[config.mk]
export PLATFORM = sky130hd
export DESIGN_NAME = seq_array_divider
export DESIGN_NICKNAME = d
export VERILOG_FILES = /design/src/rtl/seq_div_pkg.sv /design/src/rtl/div_row.sv /design/src/rtl/seq_array_divider.sv
export SDC_FILE = /design/constraint.sdc
export NUM_CORES = 1
export LEC_CHECK = 0
export CORE_MARGIN = 4
export CORE_UTILIZATION = 40
export DETAILED_ROUTE_END_ITERATION = 8
export GPL_TIMING_DRIVEN = 0
export PLACE_DENSITY_LB_ADDON = 0.25
export SLEW_MARGIN = 30
export SYNTH_ARGS = -nofsm -noshare
export SYNTH_HDL_FRONTEND = slang
export SYNTH_HIERARCHICAL = 1
export SYNTH_SLANG_ARGS = --single-unit
[constraint.sdc]
create_clock -name clk -period 5.62 [get_ports clk]
set_input_delay 0.843 -clock clk [delete_from_list [all_inputs] [get_ports clk]]
set_output_delay 0.843 -clock clk [all_outputs]
set_load 0.05 [all_outputs]
[src/rtl/seq_div_pkg.sv]
// Shared types and cell functions for the sequential restoring array divider.
package seq_div_pkg;

   // Default divisor width and the matching row-counter width.
   localparam int DIV_D_W_DEFAULT = 8;
   localparam int DIV_CNT_W       = $clog2(DIV_D_W_DEFAULT);

   typedef enum logic [1:0] {
      IDLE = 2'd0,
      BUSY = 2'd1,
      DONE = 2'd2
   } div_state_e;

   // Exact full-subtractor cell: difference bit.
   function automatic logic cell_exact_diff(input logic x, input logic y, input logic bin);
      return x ^ y ^ bin;
   endfunction

   // Exact full-subtractor cell: borrow out.
   function automatic logic cell_exact_bout(input logic x, input logic y, input logic bin);
      return (~x & y) | (~(x ^ y) & bin);
   endfunction

   // Approximate cell: difference bit from a single NAND-style term.
   function automatic logic cell_approx_diff(input logic x, input logic y, input logic bin);
      return ~(x & ~y & ~bin);
   endfunction

   // Approximate cell: borrow is tied high, so the row never reports "fits".
   function automatic logic cell_approx_bout();
      return 1'b1;
   endfunction

endpackage

[src/rtl/div_row.sv]
// One combinational subtractor row of the restoring divider: evaluates x - d
// through a D_W-cell borrow chain and restores x when the divisor does not fit.
module div_row
   import seq_div_pkg::*;
#(
   parameter int D_W = DIV_D_W_DEFAULT
)(
   input  logic           t,
   input  logic [D_W-1:0] x,
   input  logic [D_W-1:0] d,
   input  logic           approx,
   output logic           q_bit,
   output logic [D_W-1:0] rem_new
);

   logic [D_W-1:0] diff;
   logic [D_W:0]   borrow;

   // Ripple the borrow from the LSB cell upward using exact or approximate cells.
   always_comb begin
      diff   = '0;
      borrow = '0;
      for (int i = 0; i < D_W; i++) begin
         if (approx) begin
            diff[i]     = cell_approx_diff(x[i], d[i], borrow[i]);
            borrow[i+1] = cell_approx_bout();
         end else begin
            diff[i]     = cell_exact_diff(x[i], d[i], borrow[i]);
            borrow[i+1] = cell_exact_bout(x[i], d[i], borrow[i]);
         end
      end
   end

   // A set window top bit means the partial remainder already exceeds d.
   assign q_bit   = t | ~borrow[D_W];
   assign rem_new = q_bit ? diff : x;

endmodule

[src/rtl/seq_array_divider.sv]
// Iterative restoring array divider: one subtractor row per clock, MSB row first.
// Optional feature macro: DIV_APPROX_EN compiles in approximate low-order rows
// (rows k < APPROX_ROWS) that the per-request exact bit can override.
module seq_array_divider
   import seq_div_pkg::*;
#(
   parameter int D_W         = DIV_D_W_DEFAULT,
   parameter int APPROX_ROWS = 6
)(
   input  logic             clk,
   input  logic             rst,
   input  logic             in_valid,
   output logic             in_ready,
   input  logic [2*D_W-1:0] n,
   input  logic [D_W-1:0]   d,
   input  logic             exact,
   output logic             out_valid,
   input  logic             out_ready,
   output logic [D_W-1:0]   q,
   output logic [D_W-1:0]   r,
   output logic             ovf,
   output logic             div0
);

   // Counter width follows the package value for the default width.
   localparam int             K_W   = (D_W == DIV_D_W_DEFAULT) ? DIV_CNT_W : $clog2(D_W);
   localparam logic [K_W-1:0] K_MAX = K_W'(D_W - 1);

   div_state_e       state_r, state_nxt;
   logic [K_W-1:0]   k_r;
   logic             t_r;
   logic [D_W-1:0]   x_r;
   logic [D_W-1:0]   d_r;
   logic [D_W-2:0]   n_sh_r;
   logic [D_W-2:0]   q_acc_r;
   logic             row_approx;
   logic             row_q;
   logic [D_W-1:0]   row_rem;
   logic             accept;
   logic             busy;

   assign accept = in_valid & in_ready;
   assign busy   = (state_r == BUSY);

`ifdef DIV_APPROX_EN
   localparam logic [K_W:0] APPROX_LIM = (K_W+1)'(APPROX_ROWS);
   logic exact_r;

   // Capture the per-request exact override with the operands.
   always_ff @(posedge clk) begin
      if (accept) exact_r <= exact;
   end

   assign row_approx = ({1'b0, k_r} < APPROX_LIM) & ~exact_r;
`else
   logic unused_exact;
   assign unused_exact = exact ^ (APPROX_ROWS > 0);
   assign row_approx   = 1'b0;
`endif

   // State register.
   always_ff @(posedge clk) begin
      if (rst) state_r <= IDLE;
      else     state_r <= state_nxt;
   end

   // Next-state decode and handshake outputs.
   always_comb begin
      state_nxt = state_r;
      in_ready  = 1'b0;
      out_valid = 1'b0;
      case (state_r)
         IDLE: begin
            in_ready = 1'b1;
            if (in_valid) state_nxt = BUSY;
         end
         BUSY: begin
            if (k_r == '0) state_nxt = DONE;
         end
         DONE: begin
            out_valid = 1'b1;
            if (out_ready) state_nxt = IDLE;
         end
         default: state_nxt = IDLE;
      endcase
   end

   div_row #(.D_W(D_W)) u_row (
      .t       (t_r),
      .x       (x_r),
      .d       (d_r),
      .approx  (row_approx),
      .q_bit   (row_q),
      .rem_new (row_rem)
   );

   // Working window: load on acceptance, then shift one dividend bit in per row.
   always_ff @(posedge clk) begin
      if (accept) begin
         d_r    <= d;
         t_r    <= n[2*D_W-1];
         x_r    <= n[2*D_W-2:D_W-1];
         n_sh_r <= n[D_W-2:0];
      end else if (busy) begin
         t_r     <= row_rem[D_W-1];
         x_r     <= {row_rem[D_W-2:0], n_sh_r[D_W-2]};
         n_sh_r  <= n_sh_r << 1;
         q_acc_r <= (q_acc_r << 1) | (D_W-1)'(row_q);
      end
   end

   // Row counter, status flags and the registered result.
   always_ff @(posedge clk) begin
      if (rst) begin
         k_r  <= K_MAX;
         q    <= '0;
         r    <= '0;
         ovf  <= 1'b0;
         div0 <= 1'b0;
      end else if (accept) begin
         k_r  <= K_MAX;
         ovf  <= (n[2*D_W-1:D_W] >= d) && (d != '0);
         div0 <= (d == '0);
      end else if (busy) begin
         if (k_r == '0) begin
            k_r <= K_MAX;
            q   <= {q_acc_r, row_q};
            r   <= row_rem;
         end else begin
            k_r <= k_r - K_W'(1);
         end
      end
   end

endmodule

# --- After elaboration in Yosys (flattened, before gate mapping) ---
# Index checks and enable logic that the tools add are counted.
totals:
  out_inout_bits: 20
  reg_bits: 54
op_classes:
  order_cmp: 1
  n_reduce_logical: 10
  n_eq_ne: 5
  bitwise_logic: 57
  add_sub_neg: 1
  n_mux: 14
ops:
  columns: ["operator", "n"]
  rows:
  - ["two-way mux 8 bit", 3]
  - ["NOT 1 bit", 17]
  - ["bitwise AND 1 bit", 16]
  - ["bitwise XOR 1 bit", 15]
  - ["two-way mux 7 bit", 2]
  - ["greater-or-equal comparator 8 bit", 1]
  - ["zero test 8 bit", 1]
  - ["bitwise OR 1 bit", 8]
  - ["nonzero test 8 bit", 1]
  - ["bitwise OR 7 x 1 -> 7 bit", 1]
  - ["two-way mux 2 bit", 3]
  - ["one-hot mux 2 bit (3 select lines)", 1]
  - ["AND reduction 3 bit", 2]
  - ["two-way mux 1 bit", 4]
  - ["!= test 2 bit, second input constant", 2]
  - ["zero test 3 bit", 1]
  - ["two-way mux 3 bit", 1]
  - ["subtractor 3 x 1 -> 3 bit, second input constant", 1]
  - ["equality test 2 x 1 -> 1 bit, second input constant", 1]
  - ["equality test 2 bit, second input constant", 1]
  - ["zero test 2 bit", 1]
  - ["!= test 2 x 1 -> 1 bit, second input constant", 1]
  - ["AND reduction 2 bit", 1]
  - ["nonzero test 2 bit", 1]
  - ["2 further kinds", 2]

# --- Depth between registers and ports, before layout ---
logic_depth:
  ltp_word: 21
  mapped_depth: 21

# --- By module ---
# Netlist, hierarchy kept.
by_module_without_submodules:
  columns: ["module", "area_per_inst_um2", "cells_each", "instances"]
  rows:
  - ["seq_array_divider", 2309.7, 219, 1]
  - ["div_row", 376.6, 39, 1]

# --- Least setup slack after synthesis ---
# Ideal clock, no wire load.
synth_timing:
  path_kind: "reg2reg"
  start: "register x_r[0]"
  end: "register x_r[1] (data pin)"
  setup_time_ns: 0.260
  required_ns: 5.360
  t_arrival_ns: 4.870
  slack_ns: 0.490
  path_stages_with_launch: 22
  path_buffers: 1
  cell_sequence: "edfxtp_1 inv_1 ha_1 nor2_1 fa_1 and2b_2 fa_1 and2b_2 fa_1 and2b_2 fa_1 and2b_2 fa_1 and2b_2 fa_1 and2b_2 fa_1 a21o_1 buf_6 o221a_1 nand2_1 o21ai_0"
synth_between:
  elab_chain_len: 21
synth_rtl:
  columns: ["item", "line_no", "text"]
  rows:
  - ["start, declared", "seq_array_divider.sv:32", "logic [D_W-1:0] x_r;"]
  - ["start signal, assigned", "seq_array_divider.sv:102", "x_r <= n[2*D_W-2:D_W-1];"]
  - ["start signal, assigned", "seq_array_divider.sv:106", "x_r <= {row_rem[D_W-2:0], n_sh_r[D_W-2]};"]
  - ["NOT 1 bit", "seq_div_pkg.sv:21", "return (~x & y) | (~(x ^ y) & bin);"]
  - ["bitwise AND 1 bit (2 in series)", "seq_div_pkg.sv:21", null]
  - ["bitwise OR 1 bit", "seq_div_pkg.sv:21", null]
  - ["bitwise AND 1 bit", "seq_div_pkg.sv:21", null]
  - ["bitwise OR 1 bit", "seq_div_pkg.sv:21", null]
  - ["bitwise AND 1 bit", "seq_div_pkg.sv:21", null]
  - ["bitwise OR 1 bit", "seq_div_pkg.sv:21", null]
  - ["bitwise AND 1 bit", "seq_div_pkg.sv:21", null]
  - ["(+6 left out)", null, null]
  - ["bitwise OR 1 bit", "seq_div_pkg.sv:21", null]
  - ["NOT 1 bit", "div_row.sv:35", "assign q_bit = t | ~borrow[D_W];"]
  - ["bitwise OR 1 bit", "div_row.sv:35", null]
  - ["net row_q", "seq_array_divider.sv:37", "logic row_q;"]
  - ["two-way mux 8 bit", "div_row.sv:36", "assign rem_new = q_bit ? diff : x;"]
  - ["net row_rem[0]", "seq_array_divider.sv:38", "logic [D_W-1:0] row_rem;"]
  - ["two-way mux 8 bit", "seq_array_divider.sv:104", "end else if (busy) begin"]
  - ["two-way mux 8 bit", "seq_array_divider.sv:99", "if (accept) begin"]
# The timed path passes the listed nets, and every way through them passes these cells. The select of a mux whose other input is x is not followed.
# A chain may end at the register's enable or synchronous reset.

# --- Worst setup path in the final report ---
# Same ends and word-level chain as after synthesis.

==> results.yml <==
outcome:
  status: "finished, final reports clean"
die:
  initial_core_util_pct: 41.8
  ios: 49
  fp.dieH_um: 90.0
  die_area_um2: 8090
  dieWidth_um: 90.0
  core_um2: 6420
  rows: 29
sta:
  finalCritPeriodShare_pct: 95.9
  setup_viol: 0
  timing.setup.tns_ns: 0
  finalHoldViolCount: 0
  rsz0062_at_grt: "no"
  setup_ws_ns: 0.228
  fmax_mhz: 185
  final.setup_skew_ns: 0.0127
  relSlewSlack_pct: 49.9
  final_max_slew_viol_count: 0
  worstMarginPinSlew_ns: 0.750
  finalCriticalPeriod_ns: 5.39
logic_synthesis:
  synth_seq_cells: 54
  synth.distinct_cells: 38
  yosysWarnings: 6
  yosys_most_used_dff: "edfxtp_1"
  synth-edff-count: 31
  synth_area_um2: 2690
  netlist_instances: 258
  synth_area_per_cell_um2: 10.4
  async_flop_share_pct: 0
  ys_seq_area_share_pct: 51.8
finish:
  final_area_um2: 3390
  fin_util_pct: 52.8
  layout.nets: 369
  antenna_cells: 0
  multi_input_area_um2: 1140
  layout-drive-gt1-share_pct: 18.3
  n_fill_cell: 592
  syn2layout_area_growth_pct: 26.3
  seqCellArea_um2: 1390
cts:
  clock_latency_ns: 0.31
  cts.sinks: 54
  cts_tree: "yes"
  clkTransAtPathRegs_ns: 0.10
  cts_made_buffers: 5
  cts_buffer_depth: 2
  cts-root-buf: "clkbuf_8"
  htreeDepth: 2
setup_path:
  crit_type: "reg2reg"
  crit_path_frequent_cell: "fa_1"
  cp_num_buf_inv: 2
  crit_required_ns: 5.69
  cp.depth: 21
  reg2regPathDepth: 21
  cp_max_fo: 10
  endpoint_kind: "register"
  path_cells: "inv_1 -> ha_1 -> nor2_1 -> fa_1 -> and2b_2 -> fa_1 -> and2b_2 -> fa_1 -> and2b_2 -> fa_1 -> and2b_2 -> fa_1 -> and2b_2 -> fa_1 -> and2b_2 -> fa_1 -> a21o_1 -> buf_6 -> o221a_1 -> nand2_1 -> o21ai_0"
  critPathArrivalTime_ns: 5.46
  critPathLaunchType: "register"
  cp_top_family: "adder cells"
  critPathMaxStageDelay_ns: 0.42
  crit_path_top_delay_cell: "fa_1"
detailed_routing:
  drc: 0
  vias: 1897
  ant_nets: 0
  wl_per_cell_um: 13.3
  vias_per_cell: 4.75
  wl_um: 5300
  first_iter_violations: 67
  dr.pass1.iters: 4
flow_run:
  drv_cap: 0
global_route:
  grt_usage_pct: 13.4
  grt_pass1_wl_um: 8760
  grt_pass1_vias: 1769
  antenna_found_initial: 0
  grt_max_degree: 18
  grt_overflow: 0
placement:
  io_buffers: 47
  dp_hpwl_um: 3960
  gp_congestion: 0.815
  dpl_cell_area_um2: 3280
  pre_cts_slack_ns: 0.237
min_path:
  hold_class: "reg2reg"
  min_path_cells: 2
pwr:
  ir_drop_v: 0.0000997
  powerDensity_nw_per_um2: 254
  p_leak_nw: 1.39
==> cells by family (layout without fill, tap and decap cells) <==
| logic type | Yosys count | count (layout) | share of synthesized area [%] |
|---|---|---|---|
| AO/OA/AOI/OAI | 41 | 41 | 11.6 |
| AND/OR/NAND/NOR | 108 | 108 | 18.7 |
| flip-flops | 54 | 54 | 51.8 |
| other | 1 | 9 | 0.140 |
| adder cells (fa/ha/maj) | 19 | 19 | 10.8 |
| buffers and inverters | 35 | 91 | 6.99 |
==> path summary, 6_finish.rpt <==
kind	to	startpoint	slack [ns]
setup / recovery	x_r[1]	x_r[0]	0.23
hold / removal	r[4]	r[4]	0.46
setup reg to reg	x_r[1]	x_r[0]	0.23
hold reg to reg	r[4]	r[4]	0.46
==> cells in the mapped netlist, drive strengths merged (2+ instances only) <==
library cell   n  share of area (%)
buf            9                3.2
fa             7                5.2
dfxtp         23                 17
ha            12                5.6
nor2          12                1.7
nor4           2               0.47
nand2b         2               0.75
a211oi         3               0.84
o211ai         2               0.56
o21ai          6                1.3
and2b          7                2.3
a21oi         19                4.9
nand2         79                 12
clkbuf         2               0.28
and2           2               0.56
o22a           7                2.6
inv           24                3.5
edfxtp        31                 35
==> through the flow <==
stage	hold WS [ns]	instances	total power, mW
2_1_floorplan	0.443	266	0.582
3_3_place_gp	0.444	390	0.634
3_5_place_dp	0.450	390	0.638
4_1_cts	0.465	398	0.867
5_1_grt	0.474	399	0.907
6_report	0.459	399	0.861
==> cell usage in the layout, fill, tap and decap left out, drive strengths merged <==
master and instances:
buf 10, o22a 7, dfxtp 23, o211ai 2
a21boi 1, a21oi 19, nand4 1, clkinv 1
conb 9, o21ai 6, clkbuf 8, nand2 79
nand3 1, clkdlybuf4s50 47, nor3 1, and2 2
a211oi 3, o31ai 1, inv 24, and2b 7
o221a 1, nand2b 2, clkinvlp 1, nor4 2
ha 12, nor3b 1, a21o 1, edfxtp 31
nor2 12, fa 7
==> state kept, by name, indices dropped and copies added, names as in the netlist, 2 cells and up <==
| register | flops |
|---|---|
| d_r | 8 |
| k_r | 3 |
| n_sh_r | 7 |
| q | 8 |
| q_acc_r | 7 |
| r | 8 |
| state_r | 2 |
| x_r | 8 |
==> worst register-to-register path, delay by kind of cell (launching register included) <==
kind / cells / cell delay, ns
compound gates: 3 / 0.55
fa+ha+maj: 8 / 2.65
buf+inv: 2 / 0.21
flops: 1 / 0.40
simple gates: 8 / 1.36
==> report_power, final <==
group	total [mW]	internal [mW]	switching, mW
Clock	0.229	0.0995	0.130
Combinational	0.162	0.0746	0.0871
Sequential	0.471	0.455	0.0158
Total	0.861	0.629	0.233
==> metal layers <==
metal  routed length (um)  vias up  GRT usage (%)
met5                    0        -              0
met4                   26        0           3.06
met3                  260        4           3.34
met2                 2530       37           22.7
met1                 2480      890           17.3
li1                     -      966              -
==> area by class of cell <==
type,instances,area share [%]
Sequential cell,54,41.0
Multi-Input combinational cell,177,33.7
Timing Repair Buffer,48,14.1
Tap cell,77,2.84
Inverter,24,2.80
Buffer,11,2.73
Clock buffer,6,2.43
Clock inverter,2,0.369
==> what timing repair did <==
action                                  CTS  global route
endpoints found under the setup margin    0             1
setup buffers                             0             1
hold buffers                              0             0
resized for setup                         0             1
No activity file was read; power rests on OpenSTA's default activity.
